### src/rtl/mx_block_unpacker.sv
// Streams one MX scaling block (shared E8M0 scale + BLOCK_SIZE elements) as LANES-wide beats.
// Optional pending-block skid buffer for bubble-free back-to-back blocks: define MX_UNPACK_SKID_EN.
module mx_block_unpacker #(
  parameter int ELEM_BITS  = 8,
  parameter int BLOCK_SIZE = 32,
  parameter int LANES      = 4,
  localparam int NBEATS    = BLOCK_SIZE / LANES,
  localparam int BW        = (NBEATS > 1) ? $clog2(NBEATS) : 1
) (
  input  logic                          clk,
  input  logic                          rst,
  input  logic                          in_valid,
  output logic                          in_ready,
  input  logic [7:0]                    in_scale,
  input  logic [BLOCK_SIZE*ELEM_BITS-1:0] in_elements,
  output logic                          out_valid,
  input  logic                          out_ready,
  output logic [LANES*ELEM_BITS-1:0]    out_elements,
  output logic [7:0]                    out_scale,
  output logic                          out_scale_nan,
  output logic                          out_first,
  output logic                          out_last,
  output logic [BW-1:0]                 out_beat_idx
);

  localparam int BLK_W = BLOCK_SIZE * ELEM_BITS;
  localparam int BEAT_W = LANES * ELEM_BITS;
  localparam logic [BW-1:0] LAST_BEAT = BW'(NBEATS - 1);

  typedef enum logic [0:0] {IDLE = 1'b0, STREAM = 1'b1} state_t;

  // E8M0 reserves the all-ones encoding for NaN
  function automatic logic scale_is_nan(input logic [7:0] s);
    return (s == 8'hFF);
  endfunction

  state_t             state_r, state_nx;
  logic [BW-1:0]      beat_r, beat_nx;
  logic [BLK_W-1:0]   act_elems_r, act_elems_nx;
  logic [7:0]         act_scale_r, act_scale_nx;
  logic               in_ready_r, in_ready_nx;
  logic               out_valid_r, out_valid_nx;
  logic [BEAT_W-1:0]  out_elements_r, out_elements_nx;
  logic [7:0]         out_scale_r;
  logic               out_scale_nan_r;
  logic               out_first_r, out_first_nx;
  logic               out_last_r, out_last_nx;
  logic               in_fire_s, out_fire_s, last_fire_s;
`ifdef MX_UNPACK_SKID_EN
  logic               pend_valid_r, pend_valid_nx;
  logic [BLK_W-1:0]   pend_elems_r, pend_elems_nx;
  logic [7:0]         pend_scale_r, pend_scale_nx;
`endif

  // Next-state, buffer steering and next output values
  always_comb begin
    state_nx     = state_r;
    beat_nx      = beat_r;
    act_elems_nx = act_elems_r;
    act_scale_nx = act_scale_r;
`ifdef MX_UNPACK_SKID_EN
    pend_valid_nx = pend_valid_r;
    pend_elems_nx = pend_elems_r;
    pend_scale_nx = pend_scale_r;
`endif
    in_fire_s   = in_valid && in_ready_r;
    out_fire_s  = out_valid_r && out_ready;
    last_fire_s = out_fire_s && (beat_r == LAST_BEAT);

    case (state_r)
      IDLE: begin
        if (in_fire_s) begin
          act_elems_nx = in_elements;
          act_scale_nx = in_scale;
          beat_nx      = {BW{1'b0}};
          state_nx     = STREAM;
        end else begin
          state_nx = IDLE;
        end
      end
      STREAM: begin
        if (last_fire_s) begin
          beat_nx = {BW{1'b0}};
`ifdef MX_UNPACK_SKID_EN
          if (pend_valid_r) begin
            act_elems_nx  = pend_elems_r;
            act_scale_nx  = pend_scale_r;
            pend_valid_nx = 1'b0;
          end else if (in_fire_s) begin
            act_elems_nx = in_elements;
            act_scale_nx = in_scale;
          end else begin
            state_nx = IDLE;
          end
`else
          state_nx = IDLE;
`endif
        end else if (out_fire_s) begin
          beat_nx = beat_r + BW'(1);
        end else begin
          beat_nx = beat_r;
        end
`ifdef MX_UNPACK_SKID_EN
        // A block arriving mid-stream parks in pending unless it went straight to active
        if (in_fire_s && !(last_fire_s && !pend_valid_r)) begin
          pend_elems_nx = in_elements;
          pend_scale_nx = in_scale;
          pend_valid_nx = 1'b1;
        end else begin
          pend_valid_nx = pend_valid_nx;
        end
`endif
      end
      default: begin
        state_nx = IDLE;
        beat_nx  = {BW{1'b0}};
      end
    endcase

`ifdef MX_UNPACK_SKID_EN
    in_ready_nx = !pend_valid_nx;
`else
    in_ready_nx = (state_nx == IDLE);
`endif
    out_valid_nx    = (state_nx == STREAM);
    out_first_nx    = out_valid_nx && (beat_nx == {BW{1'b0}});
    out_last_nx     = out_valid_nx && (beat_nx == LAST_BEAT);
    out_elements_nx = act_elems_nx[int'(beat_nx) * BEAT_W +: BEAT_W];
  end

  // State, buffers and registered outputs
  always_ff @(posedge clk) begin
    if (rst) begin
      state_r         <= IDLE;
      beat_r          <= {BW{1'b0}};
      act_elems_r     <= {BLK_W{1'b0}};
      act_scale_r     <= 8'h00;
      in_ready_r      <= 1'b0;
      out_valid_r     <= 1'b0;
      out_elements_r  <= {BEAT_W{1'b0}};
      out_scale_r     <= 8'h00;
      out_scale_nan_r <= 1'b0;
      out_first_r     <= 1'b0;
      out_last_r      <= 1'b0;
`ifdef MX_UNPACK_SKID_EN
      pend_valid_r    <= 1'b0;
      pend_elems_r    <= {BLK_W{1'b0}};
      pend_scale_r    <= 8'h00;
`endif
    end else begin
      state_r         <= state_nx;
      beat_r          <= beat_nx;
      act_elems_r     <= act_elems_nx;
      act_scale_r     <= act_scale_nx;
      in_ready_r      <= in_ready_nx;
      out_valid_r     <= out_valid_nx;
      out_elements_r  <= out_elements_nx;
      out_scale_r     <= act_scale_nx;
      out_scale_nan_r <= scale_is_nan(act_scale_nx);
      out_first_r     <= out_first_nx;
      out_last_r      <= out_last_nx;
`ifdef MX_UNPACK_SKID_EN
      pend_valid_r    <= pend_valid_nx;
      pend_elems_r    <= pend_elems_nx;
      pend_scale_r    <= pend_scale_nx;
`endif
    end
  end

  assign in_ready      = in_ready_r;
  assign out_valid     = out_valid_r;
  assign out_elements  = out_elements_r;
  assign out_scale     = out_scale_r;
  assign out_scale_nan = out_scale_nan_r;
  assign out_first     = out_first_r;
  assign out_last      = out_last_r;
  assign out_beat_idx  = beat_r;

endmodule

### config.mk
export PLATFORM = sky130hd
export DESIGN_NAME = mx_block_unpacker
export DESIGN_NICKNAME = d
export VERILOG_FILES = /design/src/rtl/mx_block_unpacker.sv
export SDC_FILE = /design/constraint.sdc
export NUM_CORES = 1
export LEC_CHECK = 0
export BUFFER_PORTS_ARGS = -buffer_cell sky130_fd_sc_hd__buf_2
export CAP_MARGIN = 20
export CORE_MARGIN = 2
export CORE_UTILIZATION = 50
export CTS_BUF_LIST = sky130_fd_sc_hd__clkbuf_2
export DETAILED_ROUTE_END_ITERATION = 16
export GPL_ROUTABILITY_DRIVEN = 0
export HOLD_SLACK_MARGIN = 0.15
export PLACE_DENSITY = 0.81
export SYNTH_ARGS = -nofsm -noshare
export SYNTH_HDL_FRONTEND = slang
export SYNTH_SLANG_ARGS = --single-unit
### constraint.sdc
create_clock -name clk -period 2.3 [get_ports clk]
set_input_delay 0.115 -clock clk [delete_from_list [all_inputs] [get_ports clk]]
set_output_delay 0.115 -clock clk [all_outputs]
set_load 0.05 [all_outputs]
==> metrics.txt, run 1 <==
status did not finish; last stage reached clock tree synthesis (4_1_cts); tool error [ERROR RSZ-0060] Max buffer count reached.; Bufs on Longest Clock Path 3; post-synth top area share 0.4854; post-DP HPWL 28.83 mm; Sink Count 304; Hold Buf Count CTS 459; post-synthesis mux area share 0.0007984; synthesized area per cell 7.763 um^2; Die Ht 162.3 um; Clock H-tree levels 3; adder and majority cell fraction of the synthesized area 0.001996; # Post-CTS Setup Buffers 0; main combinational cell family by area after synthesis compound AO/OA/AOI/OAI gates; Synth Area in XOR/XNOR 0; Netlist cell types 34; Post-CTS Resized 0; Root Buffer clkbuf_2; post-synthesis simple-gate area fraction 0.2053; top cells by area, synth dfxtp_1, nand2_1, a21oi_1; Syn Inst Count 1615; io pins 316; Synth Area in Compound Gates 0.2502; Die X 162.3 um; syn nets 1885; placed cell areas 14470 um^2; synth warn 0; Initial Util 0.5125; cell area after synthesis 12540 um^2; share of the yosys chip area belonging to registers 0.4854; num rows 57; post-synth top area cell dfxtp_1; CTS Buf Count 77; Yosys reg bits 304; Port Buffers 315
[cell families after synthesis]
kind of cell | count (synthesis)
AOI/OAI and AO/OA | 535
adders and majority gates | 2
buffers and inverters | 151
DFF | 304
muxes | 1
and+or+nand+nor | 622
[synth_stat cells, drive strengths merged]
library cell	instances
nand4	3
and3	3
o31ai	2
a21oi	268
and4	32
nor2	9
dfxtp	304
a31oi	32
o21ai	129
o2bb2ai	1
mux2i	1
inv	3
nor3b	1
o22a	1
o22ai	2
clkbuf	73
nand3	36
buf	75
nor2b	2
a32o	2
nor3	2
ha	2
o21a	2
o2111ai	96
nand2	534
[per-stage QoR]
| stage | cells | setup WS [ns] |
|---|---|---|
| floorplan | 1615 | 0.1214 |
| global placement | 2153 | 0.1053 |
| detailed placement | 2153 | 0.01420 |
==> inputs of run 2 (changes only) <==
Settings changed: CORE_UTILIZATION 50 to 35, CTS_BUF_LIST sky130_fd_sc_hd__clkbuf_2 to default, HOLD_SLACK_MARGIN 0.15 to default, PLACE_DENSITY 0.81 to default, PLACE_DENSITY_LB_ADDON from default to 0.15.
==> run 2 against run 1 <==
Effect of this change:
- the flow now finishes without violations
- area after synthesis unchanged
- synthesized cell count stayed put
==> metrics.txt, run 2 <==
status complete, no violations; post-synth top area share 0.4854 (unchanged); Syn Inst Count 1615 (unchanged); final non-filler cell total 2633; Placed Cells 2305 (+7.1%); CTS Buf Count 35 (-55%); post-synth top area cell dfxtp_1; routed via count 13870; share of the yosys chip area belonging to registers 0.4854 (unchanged); CTS tree yes; global-route wire length before repair 75.68 mm; io pins 316 (unchanged); HP Class in -> reg; Root Buffer clkbuf_16; initial antenna violation count 5; Critical Path End Type register; Reg2Reg Depth 8; Synth Flop Type dfxtp_1; Final nets 2419; largest net degree at the start of global routing 125; Sink Count 304 (unchanged); post-DP HPWL 31.49 mm (+9.3%); period utilization 0.9623; Worst-Margin Slew 0.8266 ns; Worst-path clk slew 0.06 ns; R2R Path Start out_beat_idx[0]; total die area 37350 um^2; num rows 69 (+21%); Yosys reg bits 304 (unchanged); Tmin final 2.213 ns; most common cell after layout, fill and taps aside nand2_1; Die Ht 193.3 um (+19%); DR vias/cell 5.269; power per cell area 706.8 nW/um^2; crit path kind reg -> reg; P_leak 7.135 nW; clock skew 0.008360 ns; setup TNS 0 ns; max FFs per register 256; top cells by area, synth dfxtp_1, nand2_1, a21oi_1; worst hold path depth 4; Worst VDD drop 0.4351 mV; Max Slew Vio Count 0; Slew HR 0.4490; vias in the first global route 13500; WP data required 2.68 ns; r2r endpoint out_elements[30]; synthesized area per cell 7.763 um^2 (unchanged); drt first pass iters 6; Critical Path Start out_beat_idx[0]; worst endpoint data arrival time 2.59 ns; Worst Setup Start Kind register; DR DRC count 0; Port Buffers 315 (unchanged); Reg2Reg Setup Slack 0.09 ns; Post-synth EDFFs 0 (unchanged); synthesis-to-layout area growth 48.90%; later-pin clock latency in the skew report 0.50 ns; cell area after synthesis 12540 um^2 (unchanged); Async SR Flop Fraction 0 (unchanged); Die X 193.3 um (+19%); synth warn 0 (unchanged); most frequent cell after synthesis nand2_1; Max Freq 0.4518 GHz; most frequent cells in the layout nand2_1, buf_2, dfxtp_1; syn nets 1885 (unchanged); final core utilization 0.5274; final hold viol count 0; CP Capture Point out_elements[30]; final setup vio count 0; WL/cell 18.84 um; Biggest register act_elems_r; Netlist cell types 34 (unchanged); area of the core 35400 um^2; Bufs on Longest Clock Path 3 (unchanged); All-Layer GR Usage 0.2522; Max-Cap Viols 0; Routed Antenna Nets 0; RSZ-0062 raised after global routing false; drt initial violations 862; Initial Util 0.3542 (-0.1583); CP max FO 30; Clock H-tree levels 2 (-1); total grt overflow 0; Post-synth top cells nand2_1, dfxtp_1, a21oi_1; final WL 49.61 mm; share of cells above drive strength 1 0.2055
[run 2: cell families (layout without fill, tap and decap cells)]
family / count (synthesis) / count (layout) / synth area share
multiplexers: 1 / 1 / 0.0007984
flip-flops: 304 / 304 / 0.4854
buffers and inverters: 151 / 706 / 0.05629
other: 0 / 2 / 0
adder cells (fa/ha/maj): 2 / 2 / 0.001996
AO/OA/AOI/OAI: 535 / 535 / 0.2502
AND/OR/NAND/NOR: 622 / 622 / 0.2053
[run 2: routing by layer]
layer	vias up	wire, um	global-route usage
met5	-	7	0
met4	2	1502	0.08510
met3	104	3208	0.03591
met2	525	22150	0.3930
met1	6512	22740	0.3579
li1	6730	-	-
[run 2: critical path, cell delays in order, from the launching register on]
cell and delay (ns):
dfxtp_2 0.35, ha_1 0.21, ha_2 0.21, nor3b_2 0.27
o21ai_2 0.15, nand2_4 0.17, buf_16 0.21, o2111ai_2 0.19
and4_1 0.29
[run 2: timing repair]
item,4_1_cts,5_1_grt
resized for setup,1,5
hold endpoints to repair,265,0
endpoints found under the setup margin,1,19
setup buffers,1,1
hold buffers,264,0
pin swaps,1,4
gates cloned,0,2
[run 2: cell type report]
type | count | area (um^2)
timing repair buffer | 645 | 5082
inverter | 3 | 16.27
clock inverter | 6 | 55.05
sequential | 304 | 6088
clock buffer | 52 | 1042
antenna | 2 | 5.005
fill | 3410 | 16730
tap | 461 | 576.8
multi-input combinational | 1160 | 5802
[run 2: through the flow]
stage / area [um^2] / worst slack [ns] / hold WS [ns] / power, mW
final: 18670 / 0.08675 / 0.08726 / 13.20
after detailed placement: 14830 / 0.02649 / 0.3627 / 7.554
after CTS: 18580 / 0.0002962 / 0.06346 / 13.27
after floorplan: 12540 / 0.1214 / 0.2510 / 6.796
after global routing: 18670 / 0.004515 / 0.1131 / 13.75
after global placement: 14830 / 0.03811 / 0.3593 / 7.536
[run 2: worst min path at each step]
stage                                start          endpoint  slack [ns]
after CTS                        out_ready          in_ready        0.06
after global routing             out_ready          in_ready        0.11
final                            out_ready          in_ready        0.09
after global placement    in_elements[233]  act_elems_r[233]        0.36
after floorplan           in_elements[100]  act_elems_r[100]        0.25
after detailed placement  in_elements[106]  act_elems_r[106]        0.36
[run 2: report_power, final]
| group | switching [mW] | internal, mW |
|---|---|---|
| clock | 2.13 | 3.23 |
| combinational | 1.23 | 0.904 |
| sequential | 0.144 | 5.56 |
| total | 3.50 | 9.69 |
Note: power is estimated with default switching activity, not from simulation.
==> inputs of run 3 (changes only) <==
Clock period 2.3 ns to 2.2 ns, I/O delays scaled along.
==> run 3 against run 2 <==
Effect of this change:
- power grew 6.5%
- maximum frequency grew 5.1%
- routed wire length shrank 4.1%
- register-to-register slack is essentially flat
- sequential share of layout area shrank 0.11 points
- sequential cell count is the same
- setup slack gained 0.0070 ns
- first-iteration DRC count grew 1.2%
- via count shrank 0.58%
- clock power grew 9.9%
- critical path depth grew 1
- largest power group unchanged
- highest routed layer unchanged
==> metrics.txt, run 3 (same netlist as run 2, synthesis figures left out) <==
Placed Cells 2314 (+0.39%); Initial Util 0.3542 (unchanged); HP Class in -> reg; placed cell areas 14870 um^2 (+0.29%); Max-Cap Viols 0 (unchanged); period utilization 0.9574 (-0.004903); worst hold path depth 2 (-2); Sw Share 0.2624 (-0.003076); P_leak 7.189 nW (+0.76%); WL/cell 18.00 um (-4.5%); CTS tree yes; Final nets 2426 (+0.29%); worst endpoint data arrival time 2.50 ns (-0.09 ns); CTS Buf Count 35 (unchanged); Tmin final 2.106 ns (-0.1070 ns); Reg2Reg Depth 9 (+1); total die area 37350 um^2 (unchanged); Hold Crit Endpoint act_elems_r[204]; later-pin clock latency in the skew report 0.51 ns (about the same); Multi-input gate area 5802 um^2 (unchanged); vias in the first global route 13510 (+0.052%); sequential share of power 0.424 (-0.008); crit path kind reg -> reg; num rows 69 (unchanged); Worst VDD drop 0.5250 mV (+21%); area of the core 35400 um^2 (unchanged); Worst-path clk slew 0.06 ns (about the same); Root Buffer clkbuf_16; Clock H-tree levels 2 (unchanged); Final Cell Area 18730 um^2 (+0.35%); synthesis-to-layout area growth 49.42%; drt first pass iters 7 (+1); routed via count 13790 (-0.58%); Die X 193.3 um (unchanged); Reg2Reg Setup Slack 0.09 ns (about the same); final setup vio count 0 (unchanged); DR vias/cell 5.220 (-0.92%); Port Buffers 315 (unchanged); Max Slew Vio Count 0 (unchanged); most frequent cells in the layout nand2_1, buf_2, dfxtp_1; Sink Count 304 (unchanged); Reg area 6088 um^2 (unchanged); R2R Path Start out_beat_idx[0]; Routed Antenna Nets 0 (unchanged); Pint 10.36 mW (+6.9%); Bufs on Longest Clock Path 3 (unchanged); Sw Pwr 3.687 mW (+5.2%); CP max FO 10 (-67%); Biggest register act_elems_r; power per cell area 750.0 nW/um^2 (+6.1%); Comb power frac 0.157 (-0.005); Critical Path End Type register; Die Ht 193.3 um (unchanged); final hold viol count 0 (unchanged); Clk pwr share 0.419 (+0.013); pre-CTS WS 0.1037 ns (+0.07717 ns); Max Freq 0.4748 GHz (+5.1%); final core utilization 0.5292 (+0.001838); setup TNS 0 ns (unchanged); WP data required 2.59 ns (-0.09 ns); status complete, no violations; io pins 316 (unchanged); post-DP HPWL 31.20 mm (-0.93%); clock skew 0.01602 ns (+0.007662 ns); largest net degree at the start of global routing 123 (-1.6%); worst setup margin 0.09377 ns (+0.007014 ns); max FFs per register 256 (unchanged); final WL 47.55 mm (-4.1%); r2r endpoint out_elements[6]; Worst Setup Start Kind register; final non-filler cell total 2642 (+0.34%); Slew HR 0.5675 (+0.1185); DR DRC count 0 (unchanged); global-route wire length before repair 74.37 mm (-1.7%); drt initial violations 872 (+1.2%); min-delay src rst; share of cells above drive strength 1 0.2101 (+0.004562); # fillers 3327 (-2.4%); initial antenna violation count 2 (-3); total grt overflow 0 (unchanged); RSZ-0062 raised after global routing false; most common cell after layout, fill and taps aside nand2_1; All-Layer GR Usage 0.2463 (-0.005972); Worst-Margin Slew 0.6488 ns (-0.1778 ns)
run 3: worst max-delay path, stage by stage (launching register included):
cell,delay [ns]
dfxtp_2,0.32
ha_1,0.19
ha_2,0.31
nand2_1,0.06
o22ai_2,0.11
buf_4,0.18
a32o_2,0.22
buf_4,0.22
o2111ai_1,0.16
and4_1,0.22
run 3: timing repair:
item,in CTS,in global routing
setup endpoints to repair,0,10
setup buffers,0,1
hold endpoints to repair,265,0
hold buffers,264,0
resized for setup,0,2
run 3: layout make-up:
type | instances | share of cell area
Antenna cell | 1 | 0.0001336
Tap cell | 461 | 0.03079
Clock buffer | 56 | 0.06018
Clock inverter | 5 | 0.002672
Sequential cell | 304 | 0.3250
Timing Repair Buffer | 652 | 0.2706
Inverter | 3 | 0.0008683
Multi-Input combinational cell | 1160 | 0.3097
run 3: metrics by stage:
stage,hold WS (ns),power [mW]
after floorplan,0.2460,7.105
after global placement,0.3535,7.868
after detailed placement,0.3578,7.891
after CTS,0.0004895,14.13
after global routing,0.02242,14.60
final,0.01756,14.05
run 3: power groups by stage:
stage	sequential, mW	combinational [mW]	clock (mW)
detailed placement	6.08	1.81	0
global placement	6.08	1.79	0
global route	5.99	2.39	6.22
CTS	5.96	2.18	5.99
floorplan	6.25	0.851	0
finish	5.96	2.20	5.89
run 3: metal layers:
metal	global-route usage	vias up	wire [um]	share of wire
met5	0	-	11	0.00023
met4	0.09556	2	1728	0.036
met3	0.04167	102	3090	0.065
met2	0.3742	496	20390	0.43
met1	0.3483	6441	22340	0.47
li1	-	6751	-	-
run 3: worst max path at each step:
stage | endpoint | startpoint | cells after the start
detailed placement | out_elements[1] | out_beat_idx[0] | 9
floorplan | out_elements[22] | out_beat_idx[2] | 7
finish | out_elements[6] | out_beat_idx[0] | 9
global route | out_elements[18] | out_beat_idx[0] | 9
global placement | out_elements[15] | out_beat_idx[0] | 8
CTS | out_elements[18] | out_beat_idx[0] | 9
